## src/rtl/mem_port_arbiter_pkg.sv

```systemverilog
// Shared definitions for the memory port arbiter: FSM state encoding and
// the default bus widths used by the pipeline top.
package mem_port_arbiter_pkg;

    localparam int ADDR_W_DEF = 32;
    localparam int DATA_W_DEF = 32;

    typedef enum logic [1:0] {
        IDLE    = 2'd0,
        D_BUSY  = 2'd1,
        IF_BUSY = 2'd2
    } arb_state_e;

endpackage

```

## src/rtl/mem_port_arbiter.sv

```systemverilog
// Serialises MEM-stage data accesses and IF-stage fetches onto one external
// memory port, data first, holding each result until the pipeline advances.
module mem_port_arbiter
    import mem_port_arbiter_pkg::*;
#(
    parameter int ADDR_W = ADDR_W_DEF,
    parameter int DATA_W = DATA_W_DEF
) (
    input  logic              clk,
    input  logic              i_rst,
    input  logic              i_if_req,
    input  logic [ADDR_W-1:0] i_if_addr,
    output logic [DATA_W-1:0] o_if_rdata,
    output logic              o_if_ready,
    input  logic              i_d_read,
    input  logic              i_d_write,
    input  logic [ADDR_W-1:0] i_d_addr,
    input  logic [DATA_W-1:0] i_d_wdata,
    output logic [DATA_W-1:0] o_d_rdata,
    output logic              o_d_ready,
    output logic              o_mem_read,
    output logic              o_mem_write,
    output logic [ADDR_W-1:0] o_mem_addr,
    output logic [DATA_W-1:0] o_mem_wdata,
    input  logic [DATA_W-1:0] i_mem_rdata,
    input  logic              i_mem_ready,
    output logic              o_stall
);

    arb_state_e        r_state;
    arb_state_e        w_state_nxt;
    logic              r_if_done;
    logic              r_d_done;
    logic              r_mem_read;
    logic              r_mem_write;
    logic [ADDR_W-1:0] r_mem_addr;
    logic [DATA_W-1:0] r_mem_wdata;
    logic [DATA_W-1:0] r_if_rdata;
    logic [DATA_W-1:0] r_d_rdata;

    logic w_d_req;
    logic w_pend_d;
    logic w_pend_if;
    logic w_stall;
    logic w_issue_d;
    logic w_issue_if;
    logic w_complete;

    // A request stays pending until its done flag is set; done flags hold it off until the pipeline advances.
    assign w_d_req   = i_d_read | i_d_write;
    assign w_pend_d  = w_d_req & ~r_d_done;
    assign w_pend_if = i_if_req & ~r_if_done;
    assign w_stall   = (r_state != IDLE) | w_pend_d | w_pend_if;

    // State register.
    always_ff @(posedge clk) begin
        if (!i_rst) begin
            r_state <= IDLE;
        end else begin
            r_state <= w_state_nxt;
        end
    end

    // Next-state and issue/complete decode; data wins because its instruction is older.
    always_comb begin
        w_state_nxt = r_state;
        w_issue_d   = 1'b0;
        w_issue_if  = 1'b0;
        w_complete  = 1'b0;
        case (r_state)
            IDLE: begin
                if (w_pend_d) begin
                    w_state_nxt = D_BUSY;
                    w_issue_d   = 1'b1;
                end else if (w_pend_if) begin
                    w_state_nxt = IF_BUSY;
                    w_issue_if  = 1'b1;
                end else begin
                    w_state_nxt = IDLE;
                end
            end
            D_BUSY, IF_BUSY: begin
                if (i_mem_ready) begin
                    w_state_nxt = IDLE;
                    w_complete  = 1'b1;
                end else begin
                    w_state_nxt = r_state;
                end
            end
            default: begin
                w_state_nxt = IDLE;
            end
        endcase
    end

    // External bus command registers, held stable for the whole access.
    always_ff @(posedge clk) begin
        if (!i_rst) begin
            r_mem_read  <= 1'b0;
            r_mem_write <= 1'b0;
            r_mem_addr  <= {ADDR_W{1'b0}};
            r_mem_wdata <= {DATA_W{1'b0}};
        end else if (w_issue_d) begin
            r_mem_addr  <= i_d_addr;
            r_mem_wdata <= i_d_wdata;
            r_mem_write <= i_d_write;
            r_mem_read  <= i_d_read & ~i_d_write;
        end else if (w_issue_if) begin
            r_mem_addr  <= i_if_addr;
            r_mem_read  <= 1'b1;
            r_mem_write <= 1'b0;
        end else if (w_complete) begin
            r_mem_read  <= 1'b0;
            r_mem_write <= 1'b0;
        end
    end

    // Done flags: set on completion, cleared whenever the pipeline is free to advance.
    always_ff @(posedge clk) begin
        if (!i_rst) begin
            r_if_done <= 1'b0;
            r_d_done  <= 1'b0;
        end else if (!w_stall) begin
            r_if_done <= 1'b0;
            r_d_done  <= 1'b0;
        end else if (w_complete) begin
            if (r_state == D_BUSY) begin
                r_d_done <= 1'b1;
            end
            if (r_state == IF_BUSY) begin
                r_if_done <= 1'b1;
            end
        end
    end

    // Result capture; a store completes without touching the load data register.
    always_ff @(posedge clk) begin
        if (!i_rst) begin
            r_if_rdata <= {DATA_W{1'b0}};
            r_d_rdata  <= {DATA_W{1'b0}};
        end else if (w_complete) begin
            if ((r_state == D_BUSY) && r_mem_read) begin
                r_d_rdata <= i_mem_rdata;
            end
            if (r_state == IF_BUSY) begin
                r_if_rdata <= i_mem_rdata;
            end
        end
    end

    assign o_mem_read  = r_mem_read;
    assign o_mem_write = r_mem_write;
    assign o_mem_addr  = r_mem_addr;
    assign o_mem_wdata = r_mem_wdata;
    assign o_if_rdata  = r_if_rdata;
    assign o_d_rdata   = r_d_rdata;
    assign o_if_ready  = r_if_done;
    assign o_d_ready   = r_d_done;
    assign o_stall     = w_stall;

endmodule

```

## config.mk

```make
export PLATFORM = sky130hd
export DESIGN_NAME = mem_port_arbiter
export DESIGN_NICKNAME = d
export VERILOG_FILES = /design/src/rtl/mem_port_arbiter_pkg.sv /design/src/rtl/mem_port_arbiter.sv
export SDC_FILE = /design/constraint.sdc
export NUM_CORES = 1
export LEC_CHECK = 0
export CAP_MARGIN = 20
export CORE_MARGIN = 5
export CORE_UTILIZATION = 37
export DETAILED_ROUTE_END_ITERATION = 8
export PLACE_DENSITY_LB_ADDON = 0.15
export REMOVE_ABC_BUFFERS = 1
export SLEW_MARGIN = 20
export SYNTH_ARGS = -nofsm -noshare
export SYNTH_HDL_FRONTEND = slang
export SYNTH_SLANG_ARGS = --single-unit
```

## constraint.sdc

```tcl
create_clock -name clk -period 1.8 [get_ports clk]
set_input_delay 0.54 -clock clk [delete_from_list [all_inputs] [get_ports clk]]
set_output_delay 0.54 -clock clk [all_outputs]
set_load 0.01 [all_outputs]
```

==> impl_results.md, run 1 <==
* Status: complete, but fails checks
* Failing checks: setup timing
* Num CTS Buffers at 17
* H-Tree Depth at 4
* Endpoint of the most critical register-to-register path: o_mem_write$_SDFFE_PN0P_
* Hold path start: o_d_rdata[0]$_SDFFE_PN0P_
* Portion of total power attributed to combinational logic at 22.0%
* Fraction of the yosys area taken by sequential cells at 48.8%
* Number of buffers inserted by port buffering at 266
* Netlist Area Pre-Place at 5490 sq um
* Maximum buffer depth of the clock tree at 2
* Average wire per standard cell at 17.5 um
* Maximum fanout along the worst path at 2
* Post-detailed-route DRC marker count at 0
* Share of flip-flops with an asynchronous set or reset at 0%
* Number of cell instances on the worst register-to-register path at 7
* Period minus WS final at 2040 ps
* Most common cell after layout, fill and taps aside: dlygate4sd2_1
* Half-perimeter wire length after placement at 13500 um
* Final worst-path cycle share at 114%
* Final Hold Violating Endpoints at 0
* Endpoint class of the critical path: primary output
* Switching share of power at 28.0%
* Hold Path Sink: o_d_rdata[0]$_SDFFE_PN0P_
* P per Cell Area at 986 nW/um^2
* Horizontal extent of the die at approximately 130 um
* Later-pin clock latency in the skew report at around 420 ps
* CTS tree: done
* Total via count in the routed design at approximately 6000
* Global routing usage summed across all routing layers at 21.7%
* Cells after synthesis at 660
* Worst flop-to-flop path startpoint: r_state[0]$_SDFFE_PN0P_
* Number of routed nets with antenna violations at 0
* Global route total overflow at 0
* Die outline area at 17400 sq um
* Net switching power at 2470 uW
* Worst Clk Skew at 7.85 ps
* Maximum vdd drop at 0.567 mV
* Worst slew margin relative to its limit at around 61%
* Number of setup violations in the final report at 1
* Post-synth EDFFs at 0
* Post-layout instance area at 8960 sq um
* CP startpoint kind: input port
* Worst hold slack after final layout at 449 ps
* Setup repair after global routing missed its margin: yes
* Non-Filler Instances at 1110
* Placed Cells at roughly 1100
* Ant. Diodes at 0
* Number of slew-limit violations in the final report at 0
* Starting DRC count in detailed routing at 348
* Synth cell types at 35
* Via density at ~5.4
* Row cnt at 44
* Actual slew at the worst max-slew pin at between 500 and 600 ps
* Number of cells on the worst hold path at 2
* Final core utilization at 61.7%
* Maximum number of pins on one net before global-route repair at 75
* Synth warn at 0
* Flip-flop and latch count after synthesis at 134
* Routability-driven placement congestion ratio at just over 0.8
* Wire length of the first global-routing pass at around 31000 um
* Number of global-route vias before repair at 6043
* Final setup margin at -243 ps
* Arrival time of the worst setup path at 1500 ps
* Clock power frac at 40.3%
* Maximum achievable frequency at ~490 MHz
* Data required time at the worst endpoint at 1260 ps
* Placeable core region at 14500 sq um
* Number of buffers added to fix hold violations after cts at 0
* Flip-flop cell with the highest count after synthesis: dfxtp_1
* Internal power at 6370 uW
* Antenna violations before repair at 0
* Area growth from synthesis to layout at 63.2%
* Clock Tree Root: clkbuf_16
* Sequential fraction of design power at a little under two fifths
* Die H at 132 um
* Worst R2R Setup Slack at 90 ps
* Wirelength, routed at slightly below 20000 um
* Starting utilization of the core area at 37.8%
* # IOs at 267
* Cell area after placement at 8440 sq um
* Ratio of cells with drive above 1 in the final layout at 9.61%
* Most frequent cells in the layout: dlygate4sd2_1, dfxtp_1, nand2_1, clkdlybuf4s50_1, a21oi_1
* Mean instance size in the synthesized netlist at 8.32 sq um
* Hold crit path type: flop to flop
* Number of max-capacitance violations reported at 0
* Leakage power total at 0.00375 uW
* CTS sink cnt at 134
* Number of iterations in the first detailed-routing pass at 5
* Clock-pin slew on the worst setup and hold paths at 50 ps
* Category of the most critical setup path: input port to primary output
* Final nets at 1050
## flip-flops by register name, indices dropped and copies added (netlist names)
signal and count:
o_mem_write 1, o_if_rdata 32, o_d_rdata 32, o_mem_addr 32, o_d_ready 1, o_mem_read 1
o_if_ready 1, r_state 2, o_mem_wdata 32
## Yosys cell counts, drive strengths merged (2+ instances only)
cell type	instances	area (sq um)
ha	3	37.5
dfxtp	134	2680
nor2b	2	12.5
a211oi	32	240
nand2	130	488
nand3	66	330
a2111oi	2	30.0
a21oi	99	495
buf	43	285
o21ai	64	320
o21a	3	22.5
nand4	2	12.5
a311oi	32	287
clkbuf	28	105
inv	6	22.5
## per-layer routing
layer | vias to the layer above | part of all wire, % | GRT usage [%]
li1 | 2857 | - | -
met1 | 2794 | 39 | 24.4
met2 | 263 | 48 | 35.4
met3 | 41 | 11 | 10.3
met4 | 0 | 2.7 | 9.20
met5 | - | 0 | 0
## power groups by stage
stage,registers (uW),clock network [uW],logic (uW)
2_1_floorplan,3490,0,740
3_3_place_gp,3380,0,2030
3_5_place_dp,3390,0,2070
4_1_cts,3330,3650,1930
5_1_grt,3350,3800,2120
6_report,3330,3560,1950
## what timing repair did
item / CTS / global route
buffers inserted: 2 / 0
setup endpoints to repair: 165 / 35
pin swaps: 2 / 2
resized for setup: 146 / 9
gates cloned: 0 / 1
## layout make-up
type                       count  area (sq um)
fill                        1344          5570
timing repair buffer         305          2980
sequential                   134          2690
multi-input combinational    448          2420
clock buffer                  18           439
tap                          184           230
clock inverter                14           178
inverter                       7          27.5
## worst max path at each step
stage              end  depth (start not counted)                     from
2_1_floorplan  o_stall                          4  r_state[0]$_SDFFE_PN0P_
3_3_place_gp   o_stall                          4                i_d_write
3_5_place_dp   o_stall                          4                i_d_write
4_1_cts        o_stall                          5  r_state[1]$_SDFFE_PN0P_
5_1_grt        o_stall                          5  r_state[0]$_SDFFE_PN0P_
6_report       o_stall                          4                 i_d_read
## critical path, cell delays in order
cell           delay (ps)
dlygate4sd2_1         250
o21ba_4               190
or3_4                 390
buf_6                 130
## metrics by stage
| stage | setup slack, ps | power, uW | TNS (ps) |
|---|---|---|---|
| 3_5_place_dp | -768 | 5460 | -29550 |
| 3_3_place_gp | -759 | 5410 | -25290 |
| 4_1_cts | -267 | 8910 | -509 |
| 5_1_grt | -282 | 9270 | -826 |
| 6_report | -243 | 8840 | -243 |
| 2_1_floorplan | -2880 | 4230 | -231370 |
## kinds of logic after synthesis
family                     count (synthesis)  share of synthesized area [%]
adders and majority gates                  3                          0.684
buffers and inverters                     78                           7.59
DFF                                      134                           48.8
and+or+nand+nor                          209                           16.6
AOI/OAI and AO/OA                        236                           26.3
Note: power is estimated with default switching activity, not from simulation.
==> run 2: changes to the inputs <==
- SKIP_LAST_GASP: unset -> 1
- SLEW_MARGIN: 20 -> 5
==> results of run 2 <==
No change in the layout: final DEF, timing and power equal those of run 1.
